File: src/rtl/gsm_resp_pkg.sv
// Shared constants for the GSM modem response parser: result codes,
// line-control characters and the result strings matched by position.
package gsm_resp_pkg;

  localparam logic [2:0] RESP_NONE    = 3'd0;
  localparam logic [2:0] RESP_OK      = 3'd1;
  localparam logic [2:0] RESP_ERROR   = 3'd2;
  localparam logic [2:0] RESP_PROMPT  = 3'd3;
  localparam logic [2:0] RESP_TIMEOUT = 3'd4;

  localparam logic [7:0] CR = 8'h0D;
  localparam logic [7:0] LF = 8'h0A;
  localparam logic [7:0] GT = 8'h3E;
  localparam logic [7:0] SP = 8'h20;

  localparam int unsigned OK_LEN  = 2;
  localparam int unsigned ERR_LEN = 5;

  // Index 0 holds the first character of each string.
  localparam logic [0:1][7:0] MATCH_OK  = "OK";
  localparam logic [0:4][7:0] MATCH_ERR = "ERROR";

  typedef enum logic {
    S_IDLE = 1'b0,
    S_WAIT = 1'b1
  } rpt_state_e;

  function automatic logic [7:0] ok_char(input int unsigned idx);
    case (idx)
      0:       ok_char = MATCH_OK[0];
      1:       ok_char = MATCH_OK[1];
      default: ok_char = 8'h00;
    endcase
  endfunction

  function automatic logic [7:0] err_char(input int unsigned idx);
    case (idx)
      0:       err_char = MATCH_ERR[0];
      1:       err_char = MATCH_ERR[1];
      2:       err_char = MATCH_ERR[2];
      3:       err_char = MATCH_ERR[3];
      4:       err_char = MATCH_ERR[4];
      default: err_char = 8'h00;
    endcase
  endfunction

  function automatic logic is_term(input logic [7:0] b);
    is_term = (b == CR) || (b == LF);
  endfunction

endpackage

File: src/rtl/gsm_resp_timer.sv
// Response timeout: down-counter loaded on start, single-cycle expired pulse
// in the cycle CYCLES-1 after start so the registered report lands at CYCLES.
module gsm_resp_timer #(
  parameter int unsigned CYCLES = 10
) (
  input  logic clk,
  input  logic rst,
  input  logic start,
  input  logic stop,
  input  logic enable,
  output logic expired
);

  localparam int unsigned CNT_W = $clog2(CYCLES + 1);
  localparam logic [CNT_W-1:0] LOAD = CNT_W'(CYCLES - 1);

  logic [CNT_W-1:0] cnt_q, cnt_d;
  logic             run_q, run_d;

  always_comb begin
    cnt_d   = cnt_q;
    run_d   = run_q;
    expired = run_q && enable && (cnt_q == CNT_W'(1));
    if (start) begin
      cnt_d = LOAD;
      run_d = 1'b1;
    end else if (stop || expired) begin
      cnt_d = '0;
      run_d = 1'b0;
    end else if (run_q && enable) begin
      cnt_d = cnt_q - CNT_W'(1);
    end
  end

  always_ff @(posedge clk) begin
    if (rst) begin
      cnt_q <= '0;
      run_q <= 1'b0;
    end else begin
      cnt_q <= cnt_d;
      run_q <= run_d;
    end
  end

endmodule

File: src/rtl/gsm_resp_parser.sv
// Modem response parser: assembles lines from uart_rx bytes, recognises
// "OK", "ERROR" and the "> " prompt, and reports them or a timeout while armed.
//
// state  | meaning
// S_IDLE | no command outstanding; results are discarded
// S_WAIT | command outstanding; first result or timeout is reported
module gsm_resp_parser
  import gsm_resp_pkg::*;
#(
  parameter int unsigned CLK_FREQ   = 25_000_000,
  parameter int unsigned TIMEOUT_MS = 5000,
  parameter int unsigned MAX_LINE   = 32
) (
  input  logic       clk,
  input  logic       rst,
  input  logic [7:0] rx_data,
  input  logic       rx_valid,
  input  logic       arm,
  output logic       waiting,
  output logic       resp_ok,
  output logic       resp_error,
  output logic       resp_prompt,
  output logic       resp_timeout,
  output logic [2:0] resp_code,
  output logic       line_overflow
);

  localparam int unsigned TIMEOUT_CYCLES = (CLK_FREQ / 1000) * TIMEOUT_MS;
  localparam int unsigned LEN_W          = $clog2(MAX_LINE + 1);

  rpt_state_e state_q, state_d;

  logic [LEN_W-1:0] len_q, len_d;
  logic             ok_pfx_q, ok_pfx_d;
  logic             err_pfx_q, err_pfx_d;
  logic             gt_pfx_q, gt_pfx_d;
  logic             ovf_q, ovf_d;

  logic       resp_ok_q, resp_ok_d;
  logic       resp_error_q, resp_error_d;
  logic       resp_prompt_q, resp_prompt_d;
  logic       resp_timeout_q, resp_timeout_d;
  logic [2:0] resp_code_q, resp_code_d;
  logic       line_overflow_q, line_overflow_d;

  int unsigned len_i;
  logic [2:0]  line_res;
  logic        ovf_pulse;
  logic        line_clr;
  logic        tmr_stop;
  logic        tmr_expired;

  assign len_i = 32'(len_q);

  // Prefix flags stay set while every byte so far matches the string at its position.
  always_comb begin
    len_d     = len_q;
    ok_pfx_d  = ok_pfx_q;
    err_pfx_d = err_pfx_q;
    gt_pfx_d  = gt_pfx_q;
    ovf_d     = ovf_q;
    line_res  = RESP_NONE;
    ovf_pulse = 1'b0;
    line_clr  = 1'b0;
    if (rx_valid) begin
      if (is_term(rx_data)) begin
        if (!ovf_q && ok_pfx_q && (len_i == OK_LEN)) begin
          line_res = RESP_OK;
        end else if (!ovf_q && err_pfx_q && (len_i == ERR_LEN)) begin
          line_res = RESP_ERROR;
        end
        line_clr = 1'b1;
      end else if (!ovf_q) begin
        if (len_i == MAX_LINE) begin
          ovf_d     = 1'b1;
          ovf_pulse = 1'b1;
        end else if (gt_pfx_q && (len_i == 1) && (rx_data == SP)) begin
          line_res = RESP_PROMPT;
          line_clr = 1'b1;
        end else begin
          ok_pfx_d  = ok_pfx_q && (len_i < OK_LEN) && (rx_data == ok_char(len_i));
          err_pfx_d = err_pfx_q && (len_i < ERR_LEN) && (rx_data == err_char(len_i));
          gt_pfx_d  = (len_i == 0) && (rx_data == GT);
          len_d     = len_q + LEN_W'(1);
        end
      end
    end
    if (line_clr) begin
      len_d     = '0;
      ok_pfx_d  = 1'b1;
      err_pfx_d = 1'b1;
      gt_pfx_d  = 1'b0;
      ovf_d     = 1'b0;
    end
  end

  // A line result outranks expiry; a fresh arm suppresses expiry of the old command.
  always_comb begin
    state_d         = state_q;
    resp_ok_d       = 1'b0;
    resp_error_d    = 1'b0;
    resp_prompt_d   = 1'b0;
    resp_timeout_d  = 1'b0;
    resp_code_d     = resp_code_q;
    line_overflow_d = ovf_pulse;
    tmr_stop        = 1'b0;
    if (state_q == S_WAIT) begin
      if (line_res != RESP_NONE) begin
        resp_code_d = line_res;
        state_d     = S_IDLE;
        tmr_stop    = 1'b1;
        case (line_res)
          RESP_OK:     resp_ok_d     = 1'b1;
          RESP_ERROR:  resp_error_d  = 1'b1;
          RESP_PROMPT: resp_prompt_d = 1'b1;
          default:     resp_ok_d     = 1'b0;
        endcase
      end else if (tmr_expired && !arm) begin
        resp_timeout_d = 1'b1;
        resp_code_d    = RESP_TIMEOUT;
        state_d        = S_IDLE;
        tmr_stop       = 1'b1;
      end
    end
    if (arm) begin
      state_d = S_WAIT;
    end
  end

  gsm_resp_timer #(
    .CYCLES (TIMEOUT_CYCLES)
  ) u_timer (
    .clk     (clk),
    .rst     (rst),
    .start   (arm),
    .stop    (tmr_stop),
    .enable  (state_q == S_WAIT),
    .expired (tmr_expired)
  );

  always_ff @(posedge clk) begin
    if (rst) begin
      state_q         <= S_IDLE;
      len_q           <= '0;
      ok_pfx_q        <= 1'b1;
      err_pfx_q       <= 1'b1;
      gt_pfx_q        <= 1'b0;
      ovf_q           <= 1'b0;
      resp_ok_q       <= 1'b0;
      resp_error_q    <= 1'b0;
      resp_prompt_q   <= 1'b0;
      resp_timeout_q  <= 1'b0;
      resp_code_q     <= RESP_NONE;
      line_overflow_q <= 1'b0;
    end else begin
      state_q         <= state_d;
      len_q           <= len_d;
      ok_pfx_q        <= ok_pfx_d;
      err_pfx_q       <= err_pfx_d;
      gt_pfx_q        <= gt_pfx_d;
      ovf_q           <= ovf_d;
      resp_ok_q       <= resp_ok_d;
      resp_error_q    <= resp_error_d;
      resp_prompt_q   <= resp_prompt_d;
      resp_timeout_q  <= resp_timeout_d;
      resp_code_q     <= resp_code_d;
      line_overflow_q <= line_overflow_d;
    end
  end

  assign waiting       = (state_q == S_WAIT);
  assign resp_ok       = resp_ok_q;
  assign resp_error    = resp_error_q;
  assign resp_prompt   = resp_prompt_q;
  assign resp_timeout  = resp_timeout_q;
  assign resp_code     = resp_code_q;
  assign line_overflow = line_overflow_q;

endmodule

File: config.mk
export PLATFORM = sky130hd
export DESIGN_NAME = gsm_resp_parser
export DESIGN_NICKNAME = d
export VERILOG_FILES = /design/src/rtl/gsm_resp_pkg.sv /design/src/rtl/gsm_resp_timer.sv /design/src/rtl/gsm_resp_parser.sv
export SDC_FILE = /design/constraint.sdc
export NUM_CORES = 1
export LEC_CHECK = 0
export CAP_MARGIN = 20
export CORE_ASPECT_RATIO = 0.75
export CORE_MARGIN = 8
export CORE_UTILIZATION = 50
export CTS_CLUSTER_DIAMETER = 30
export DETAILED_ROUTE_END_ITERATION = 6
export GPL_ROUTABILITY_DRIVEN = 0
export HOLD_SLACK_MARGIN = 0.08
export PLACE_DENSITY = 0.73
export REMOVE_ABC_BUFFERS = 1
export SYNTH_ARGS = -nofsm -noshare
export SYNTH_HDL_FRONTEND = slang
export SYNTH_HIERARCHICAL = 1
export SYNTH_SLANG_ARGS = --single-unit
File: constraint.sdc
create_clock -name clk -period 2.9 [get_ports clk]
set_input_delay 0.435 -clock clk [delete_from_list [all_inputs] [get_ports clk]]
set_output_delay 0.435 -clock clk [all_outputs]
set_load 0.03 [all_outputs]
==> out/metrics.cfg <==
[run_status]
status = completed

[logic_synthesis]
yosys_warnings = 6
synth_seq_cells = 47
syn_area_um2 = 2740
synthFlopType = dfxtp_1
synthCells = 333
synth_area_per_cell_um2 = 8.22
synthDistinctLibCells = 59
synth_edf_count = 0
ys_seq_area_share_pct = 34.4
synthArstFlopShare_pct = 0

[critical_path]
max_stage_delay_ps = 480
rrSetupSlack_ps = 90
rr_worst_depth = 11
path_class = in -> reg
crit_arrival_ps = 3040
reg2reg_to = u_timer/cnt_q[5]$_SDFFE_PP0P_
cp-end-kind = flip-flop
r2r_start = u_timer/cnt_q[20]$_SDFFE_PP0P_
cp_max_fo = 3
worstPathCellList = clkdlybuf4s50_1 -> or3b_4 -> a2111oi_4 -> and2_4 -> a21oi_2 -> o21a_1 -> nor3_2 -> and2_1 -> nor2_1 -> mux2_2 -> o22ai_1
cp-start-kind = input port
slowest_stage = clkdlybuf4s50_1
worstPathRequired_ps = 3120

[clock_tree]
insertion_delay_ps = 300
clock_sinks = 47
clk_pin_slew_ps = 80
cts-resized-gates = 1
ctsHoldBuffers = 0
cts_tree = built
cts_root_buffer = clkbuf_8
htree_levels = 2
cts_made_buffers = 5
cts_buffer_depth = 2
cts_setup_buffers = 0

[cells_and_area]
nets = 406
area.growth.synth_to_final_pct = 25.0
n_antenna_cell = 0
final_common_cell = dfxtp_1
drive_above_1_share_pct = 17.8
postLayoutCoreUtil_pct = 64.3
stdcell_area_um2 = 3420
mostFrequentLayoutCells = dfxtp_1, buf_4, nor2_1
n_fill_cell = 466

[sta]
whs_ps = 478
hold_viol_final = 0
post-route-min-period_ps = 2820
relSlewSlack_pct = 57.7
tightest_slew_ps = 629
skew_ps = 9.03
slew_viol_final = 0
finalCritPeriodShare_pct = 97.4
setup_viol = 0
setup_slack_ps = 75.4
fmax_mhz = 354

[detailed_routing]
vias = 2768
wl_mm = 7.47
dr.pass1.iters = 5
drc = 0
final_antenna_net_count = 0
avgViaCountPerCell = 5.98
wl_per_cell_um = 16.1
first_iter_violations = 216

[min_path]
hp-start = ok_pfx_q$_SDFFE_PP1P_
hold-path-endpoint = ok_pfx_q$_SDFFE_PP1P_
hold_depth = 2
hold_path_class = reg -> reg

[floorplanning]
die_y_um = 80.1
fp-row-count = 23
die_width_um = 101
core-area_um2 = 5320
start_util_pct = 51.4
ios = 21
fp.dieArea_um2 = 8120

[place]
port_buffers = 20
dp_hpwl_mm = 5.62
dpl_cell_area_um2 = 3280
pre_cts_ws_ps = -306

[power]
internal_power_mw = 1.11
p_seq_share_pct = 47.4
power_density_nw_per_um2 = 452
power.share.clock_pct = 31.9
peakVddDrop_v = 0.000279
p_leak_nw = 1.29
swShare_pct = 28.3
power_switching_mw = 0.437
combPwrFrac_pct = 20.7

[grt]
use_met3_pct = 3.97
grt_use_met2_pct = 27.0
grt_max_degree = 15
grt_use_total_pct = 18.3
grt_pass1_vias = 2549
met1_usage_pct = 26.1
antenna_found_initial = 0
overflow = 0
grt_pass1_wl_mm = 12.1
grt_busiest_layer = met2

[run]
drv_cap = 0

## cell type report
cell class              count  area, um^2  share of cell area [%]
multi-input cells         256        1690                    49.3
clock inverters             2        35.0                    1.02
repair buffers             61         520                    15.2
clock buffers               6        82.6                    2.41
inverters                  16        60.1                    1.76
well taps                  75        93.8                    2.74
flip-flops and latches     47         941                    27.5
## cell usage after synthesis (4+ instances only)
master    number  share of area [%]
nand2b_1       4               0.91
nand2_1       17                2.3
or4_1          8                2.2
xnor2_1        7                2.2
o21ai_0       12                2.2
xor2_1        11                3.5
nor2_1        33                4.5
o31ai_1        4                1.1
nand4_1        7                1.6
o211ai_1       4                1.1
nand3_1        8                1.5
a31oi_1        8                1.8
a21oi_1       23                4.2
nand3b_1       5                1.4
and2_1         4               0.91
clkbuf_1       6               0.82
buf_2          5               0.91
inv_1         16                2.2
nor3_1        17                3.1
dfxtp_1       47                 34
or3_1         10                2.3
nor4_1        12                2.7
ha_1           7                3.2
## layer usage
layer  vias to the layer above  routed length (um)  share of wire (%)
met5                         -                   0                  0
met4                         0                  35               0.47
met3                         2                 587                7.9
met2                       116                3170                 42
met1                      1306                3680                 49
li1                       1344                   -                  -
## metrics by stage
stage                     setup TNS, ps  cells  power [mW]
after global placement            -2150    455        1.04
after CTS                             0    463        1.54
after floorplan                   -1630    319       0.912
after global routing              -98.0    463        1.61
final                                 0    463        1.55
after detailed placement          -4550    455        1.05
## flip-flops by register name, summed over array words and instances (netlist names)
name           count
u_timer/cnt_q     27
len_q              6
resp_code          3
err_pfx_q          1
gt_pfx_q           1
line_overflow      1
ok_pfx_q           1
ovf_q              1
resp_error         1
resp_ok            1
resp_prompt        1
resp_timeout       1
u_timer/run_q      1
waiting            1
## logic make-up (layout without fill, tap and decap cells)
family	count (synthesis)	count (layout)	share of synthesized area, %
AOI/OAI and AO/OA	78	78	19.4
xor gates and xnor gates	18	18	5.76
adders and majority gates	7	7	3.20
buffers and inverters	30	85	4.89
DFF	47	47	34.4
muxes	4	4	1.55
and+or+nand+nor	149	149	30.8
## critical path: cells and delay by family
| kind | cells | cell delay, ps |
|---|---|---|
| simple gates | 5 | 1050 |
| compound gates | 4 | 810 |
| buf+inv | 1 | 480 |
| mux | 1 | 250 |
## power by group through the flow
stage | registers (mW) | logic [mW] | clock network (mW)
after floorplan | 0.738 | 0.175 | 0
after global placement | 0.739 | 0.298 | 0
after detailed placement | 0.743 | 0.309 | 0
after CTS | 0.728 | 0.310 | 0.505
after global routing | 0.737 | 0.348 | 0.529
final | 0.732 | 0.321 | 0.493
## how the worst max path moves through the flow
stage                                              start  slack [ps]                        endpoint
after detailed placement                      rx_data[1]        -310  u_timer/cnt_q[21]$_SDFFE_PP0P_
final                                         rx_data[1]          80  u_timer/cnt_q[21]$_SDFFE_PP0P_
after CTS                                     rx_data[1]          20  u_timer/cnt_q[21]$_SDFFE_PP0P_
after global routing      u_timer/cnt_q[20]$_SDFFE_PP0P_         -30  u_timer/cnt_q[25]$_SDFFE_PP0P_
after global placement                        rx_data[1]        -180  u_timer/cnt_q[21]$_SDFFE_PP0P_
after floorplan                               rx_data[0]        -200  u_timer/cnt_q[25]$_SDFFE_PP0P_
Power figures use the tool's default switching activity.
